**src/rtl/key_event_decoder.sv**
```systemverilog
// key_event_decoder
// Turns the debounced, clock-synchronous key level into single-cycle event
// pulses: press, release, short click, double click, long press and
// auto-repeat. Every output is registered; an input edge sampled on clock
// edge N produces its pulse (and any state change) in the cycle after N.
module key_event_decoder #(
    parameter int ACTIVE_LOW = 1,
    parameter int LONG_CNT   = 50000000,
    parameter int REPEAT_CNT = 10000000,
    parameter int DCLICK_CNT = 15000000,
    parameter int DCLICK_EN  = 1,
    parameter int CNT_W      = 26
) (
    input  logic clk,
    input  logic rstn,
    input  logic key_level,
    output logic key_held,
    output logic press_pulse,
    output logic release_pulse,
    output logic short_click,
    output logic double_click,
    output logic long_press,
    output logic repeat_pulse
);

    typedef enum logic [2:0] {
        S_IDLE   = 3'd0,
        S_PRESS1 = 3'd1,
        S_LONG   = 3'd2,
        S_WAIT2  = 3'd3,
        S_PRESS2 = 3'd4
    } state_t;

    // Polarity of the "pressed" level and the last timer value of each phase.
    localparam logic             ACT_LVL     = (ACTIVE_LOW != 0) ? 1'b1 : 1'b0;
    localparam logic             DCLK_ON     = (DCLICK_EN != 0) ? 1'b1 : 1'b0;
    localparam logic [CNT_W-1:0] LONG_LAST   = CNT_W'(LONG_CNT - 1);
    localparam logic [CNT_W-1:0] REPEAT_LAST = CNT_W'(REPEAT_CNT - 1);
    localparam logic [CNT_W-1:0] DCLK_LAST   = CNT_W'(DCLICK_CNT - 1);

    state_t           r_state;
    state_t           w_next_state;
    logic [CNT_W-1:0] r_timer;
    logic [CNT_W-1:0] w_next_timer;
    logic             r_prev_pressed;

    logic             r_press_pulse;
    logic             r_release_pulse;
    logic             r_short_click;
    logic             r_double_click;
    logic             r_long_press;
    logic             r_repeat_pulse;

    logic             w_pressed;
    logic             w_press_edge;
    logic             w_release_edge;
    logic             w_timer_clr;
    logic             w_short;
    logic             w_double;
    logic             w_long;
    logic             w_repeat;

    // A held key in either polarity becomes a plain active-high "pressed".
    assign w_pressed      = key_level ^ ACT_LVL;
    assign w_press_edge   = w_pressed & ~r_prev_pressed;
    assign w_release_edge = ~w_pressed & r_prev_pressed;

    // Previous pressed state; resets to not-pressed so a key held through
    // reset is reported as a fresh press.
    always_ff @(posedge clk or negedge rstn) begin
        if (!rstn) begin
            r_prev_pressed <= 1'b0;
        end else begin
            r_prev_pressed <= w_pressed;
        end
    end

    // Next-state and click classification. Release edges are checked before
    // the long/repeat thresholds so a release on the threshold cycle wins,
    // and a second press wins over the double-click timeout.
    always_comb begin
        w_next_state = r_state;
        w_timer_clr  = 1'b0;
        w_short      = 1'b0;
        w_double     = 1'b0;
        w_long       = 1'b0;
        w_repeat     = 1'b0;

        case (r_state)
            S_IDLE: begin
                if (w_press_edge) begin
                    w_next_state = S_PRESS1;
                end
            end

            S_PRESS1: begin
                if (w_release_edge) begin
                    if (DCLK_ON) begin
                        w_next_state = S_WAIT2;
                    end else begin
                        w_next_state = S_IDLE;
                        w_short      = 1'b1;
                    end
                end else if (r_timer == LONG_LAST) begin
                    w_next_state = S_LONG;
                    w_long       = 1'b1;
                end
            end

            S_LONG: begin
                if (w_release_edge) begin
                    w_next_state = S_IDLE;
                end else if (r_timer == REPEAT_LAST) begin
                    w_repeat    = 1'b1;
                    w_timer_clr = 1'b1;
                end
            end

            S_WAIT2: begin
                if (w_press_edge) begin
                    w_next_state = S_PRESS2;
                end else if (r_timer == DCLK_LAST) begin
                    w_next_state = S_IDLE;
                    w_short      = 1'b1;
                end
            end

            S_PRESS2: begin
                if (w_release_edge) begin
                    w_next_state = S_IDLE;
                    w_double     = 1'b1;
                end else if (r_timer == LONG_LAST) begin
                    // Held too long: the pending first click is dropped.
                    w_next_state = S_LONG;
                    w_long       = 1'b1;
                end
            end

            default: begin
                w_next_state = S_IDLE;
            end
        endcase
    end

    // Timer restarts on every state change or repeat; it idles at zero in
    // IDLE so it can never wrap while waiting for a key.
    always_comb begin
        w_next_timer = r_timer + 1'b1;
        if ((w_next_state != r_state) || w_timer_clr || (r_state == S_IDLE)) begin
            w_next_timer = '0;
        end
    end

    // State and phase timer registers.
    always_ff @(posedge clk or negedge rstn) begin
        if (!rstn) begin
            r_state <= S_IDLE;
            r_timer <= '0;
        end else begin
            r_state <= w_next_state;
            r_timer <= w_next_timer;
        end
    end

    // Registered event pulses, each high for the single cycle after its cause.
    always_ff @(posedge clk or negedge rstn) begin
        if (!rstn) begin
            r_press_pulse   <= 1'b0;
            r_release_pulse <= 1'b0;
            r_short_click   <= 1'b0;
            r_double_click  <= 1'b0;
            r_long_press    <= 1'b0;
            r_repeat_pulse  <= 1'b0;
        end else begin
            r_press_pulse   <= w_press_edge;
            r_release_pulse <= w_release_edge;
            r_short_click   <= w_short;
            r_double_click  <= w_double;
            r_long_press    <= w_long;
            r_repeat_pulse  <= w_repeat;
        end
    end

    assign key_held      = r_prev_pressed;
    assign press_pulse   = r_press_pulse;
    assign release_pulse = r_release_pulse;
    assign short_click   = r_short_click;
    assign double_click  = r_double_click;
    assign long_press    = r_long_press;
    assign repeat_pulse  = r_repeat_pulse;

endmodule

```
**config.mk**
```make
export PLATFORM = sky130hd
export DESIGN_NAME = key_event_decoder
export DESIGN_NICKNAME = d
export VERILOG_FILES = /design/src/rtl/key_event_decoder.sv
export SDC_FILE = /design/constraint.sdc
export NUM_CORES = 1
export LEC_CHECK = 0
export CORE_MARGIN = 10
export CORE_UTILIZATION = 50
export CTS_CLUSTER_SIZE = 20
export DETAILED_ROUTE_END_ITERATION = 8
export PLACE_DENSITY_LB_ADDON = 0.1
export SLEW_MARGIN = 10
export SYNTH_ARGS = -nofsm -noshare
export SYNTH_HDL_FRONTEND = slang
export SYNTH_SLANG_ARGS = --single-unit
```
**constraint.sdc**
```tcl
create_clock -name clk -period 2.7 [get_ports clk]
set_input_delay 0.54 -clock clk [delete_from_list [all_inputs] [get_ports clk]]
set_output_delay 0.54 -clock clk [all_outputs]
set_load 0.02 [all_outputs]
```
==> run_results.csv, run 1 <==
group,metric,value,unit
pwr,p_comb_share,27.9,%
timing,slew_violations,0,
die,start_util,51.9,%
setup_path,cp_max_fo,26,
pwr,ir_worst_vdd,0.292,mV
pwr,power.density,645,nW/um^2
job,cap_viol_max_count,0,
drt,wl,4.24,mm
logic_synthesis,synth_edf_count,0,
logic_synthesis,ys_async_sr_fraction,100,%
pwr,p_int,0.882,mW
drt,postRouteAntennaNets,0,
logic_synthesis,synth_cells,197,
clocking,cts_root_buf,"clkbuf_8",
logic_synthesis,synth_flop_cell,"dfrtp_1",
final_layout,regArea,901,um^2
timing,min_period_over_period,88.1,%
timing,fmax,420,MHz
drt,initialDrtViolationCount,119,
timing,finalHoldViolations,0,
setup_path,end_kind,"flop",
pwr,power_switching,0.489,mW
global_route,grt_pass1_wl,7.23,mm
die,die_h,81.9,um
clocking,cts_setup_buffers,0,
drt,via_per_inst,6.06,
logic_synthesis,synthAdderAreaFrac,0.653,%
final_layout,final_common_cell,"dfrtp_1",
clocking,cts_tree,"built",
setup_path,cp-start-kind,"flop",
final_layout,fin_cells,254,
logic_synthesis,synth.area.top_cells,"dfrtp_1 (47%), nor4_1 (10%), xnor2_1 (7.8%)",
pwr,p_leak,0.824,nW
pwr,switching_share,35.6,%
timing,fin_skew,6.38,ps
final_layout,n_antenna_cell,0,
logic_synthesis,synthMuxAreaShare,0,%
clocking,post_cts_resized,0,
timing,tightestPinTransition,457,ps
logic_synthesis,synth_top_family_by_area,"simple AND/OR/NAND/NOR gates",
final_layout,final_cell_mix,"dfrtp_1 (36), nor4_1 (32), xnor2_1 (17), nand2_1 (16), nor2_1 (15)",
clocking,clock_sinks,36,
drt,dr.pass1.iters,5,
final_layout,drive_gt1_share,6.80,%
timing,fin_tns_setup,0,ps
pwr,p_seq_share,46.1,%
die,dieWidth,81.9,um
placement,gp_congestion,0.808,
logic_synthesis,synth_nets,201,
logic_synthesis,ys_seq_area_share,47.0,%
setup_path,max_stage_delay,600,ps
die,core,3690,um^2
logic_synthesis,netlist_area,1920,um^2
logic_synthesis,synth_top_area_share,47.0,%
placement,dp_slack,239,ps
timing,hold-worst-slack,498,ps
final_layout,synthToLayoutAreaGrowth,11.0,%
clocking,clock_tree.buffer_depth,2,
placement,io_buffers,9,
clocking,htree_levels,2,
drt,vias,1538,
timing,layout_min_cycle_time,2380,ps
logic_synthesis,synth_xor_area_share,11.4,%
clocking,cts.hold.buffers_added,0,
drt,wl_per_cell,16.7,um
placement,dp_hpwl,2.85,mm
logic_synthesis,synth_compound_gate_area_share,4.31,%
logic_synthesis,syn_area_per_cell,9.72,um^2
global_route,grt_pass1_vias,1467,
logic_synthesis,ys_warn_count,0,
timing,fin_ws,321,ps
clocking,clkLatencyLatePin,290,ps
global_route,antenna_found_initial,0,
setup_path,cp.arrival,2540,ps
setup_path,critPathRequiredTime,2860,ps
die,fp.dieArea,6710,um^2
drt,drc,0,
global_route,overflow,0,
logic_synthesis,synth.distinct_cells,32,
global_route,grt_usage,13.8,%
setup_path,critPathBufInv,1,
clocking,clk_pin_slew,60,ps
final_layout,fin_nets,210,
setup_path,slowest_stage,"or4_4",
global_route,grt_max_degree,37,
timing,max_slew_margin,69.5,%
final_layout,multi_input_area,932,um^2
pwr,p_clk_share,26.0,%
timing,rsz0062_at_grt,"false",
setup_path,path_cells,"ha_1 > and3_1 > nand3_1 > or4_4 > a211oi_4 > buf_12 > nor4_1",
final_layout,fillers,327,
logic_synthesis,yosys.area_share.simple,31.7,%
setup_path,critical_path_class,"flop to flop",
run_status,status,"finished clean",
logic_synthesis,ys_seq_elements,36,
placement,placedCellCount,247,
clocking,numCtsBuffers,5,
logic_synthesis,yosysTopAreaCell,"dfrtp_1",
die,row_count,22,
hold_path,hold_path.class,"flop to flop",
timing,setup_viol,0,
setup_path,crit_family,"simple AND/OR/NAND/NOR gates",
die,ios,10,
==> Yosys cell counts (all sizes together) (2+ instances only) <==
| cell type | instances |
|---|---|
| inv | 6 |
| and3 | 4 |
| nor4b | 2 |
| buf | 4 |
| nor2 | 15 |
| o21ai | 4 |
| nor4 | 32 |
| dfrtp | 36 |
| nand3 | 9 |
| nand4 | 7 |
| or4b | 2 |
| xnor2 | 17 |
| xor2 | 8 |
| nand2 | 16 |
| nor3 | 8 |
| clkbuf | 7 |
| and4b | 2 |
| or3 | 2 |
| and4 | 3 |
==> logic make-up after synthesis <==
group                      after synthesis
xor gates and xnor gates                25
adders and majority gates                1
AOI/OAI and AO/OA                       11
buffers and inverters                   17
DFF                                     36
and+or+nand+nor                        107
==> power by group through the flow <==
stage / registers (mW) / clock network, mW / logic, mW
2_1_floorplan: 0.612 / 0 / 0.328
3_3_place_gp: 0.638 / 0 / 0.365
3_5_place_dp: 0.641 / 0 / 0.384
4_1_cts: 0.631 / 0.364 / 0.385
5_1_grt: 0.639 / 0.397 / 0.429
6_report: 0.632 / 0.357 / 0.383
==> sequential cells by signal (all words and copies together) (netlist names) <==
| register | flops |
|---|---|
| double_click | 1 |
| key_held | 1 |
| press_pulse | 1 |
| short_click | 1 |
| repeat_pulse | 1 |
| r_state | 3 |
| r_timer | 26 |
| release_pulse | 1 |
| long_press | 1 |
==> path summary, 6_finish.rpt <==
| path | from | endpoint | slack (ps) | depth (start not counted) |
|---|---|---|---|---|
| setup / recovery | r_timer[0] | r_timer[6] | 320 | 7 |
| hold / removal | r_timer[0] | r_timer[0] | 500 | 1 |
| setup reg to reg | r_timer[0] | r_timer[6] | 320 | 7 |
| hold reg to reg | r_timer[0] | r_timer[0] | 500 | 1 |
| max in group asynchronous | rstn | release_pulse | 1700 | 2 |
| min in group asynchronous | rstn | r_timer[2] | 670 | 2 |
==> layout make-up <==
cell class / instances / area share [%]
sequential: 36 / 42.4
multi-input combinational: 144 / 43.8
inverter: 6 / 1.06
clock buffer: 6 / 3.41
tap: 48 / 2.83
timing repair buffer: 13 / 6.24
clock inverter: 1 / 0.235
==> per-stage QoR <==
step	total power, mW	cell area [um^2]	utilization, %
CTS	1.38	2130	57.6
floorplan	0.940	1920	-
global placement	1.00	2050	55.5
global route	1.46	2130	57.6
detailed placement	1.02	2050	55.5
finish	1.37	2130	57.6
==> routing by layer <==
layer	GRT usage, %	up-vias	share of wire (%)
met5	0	-	0
met4	4.93	0	0.71
met3	3.49	4	4.0
met2	21.1	32	48
met1	18.5	761	47
li1	-	741	-
Power figures use the tool's default switching activity.
==> run 2: changes to the inputs <==
Settings changed: CAP_MARGIN set to 40.
==> results of run 2 <==
The final DEF is identical to that of run 1; final timing and power are the same.
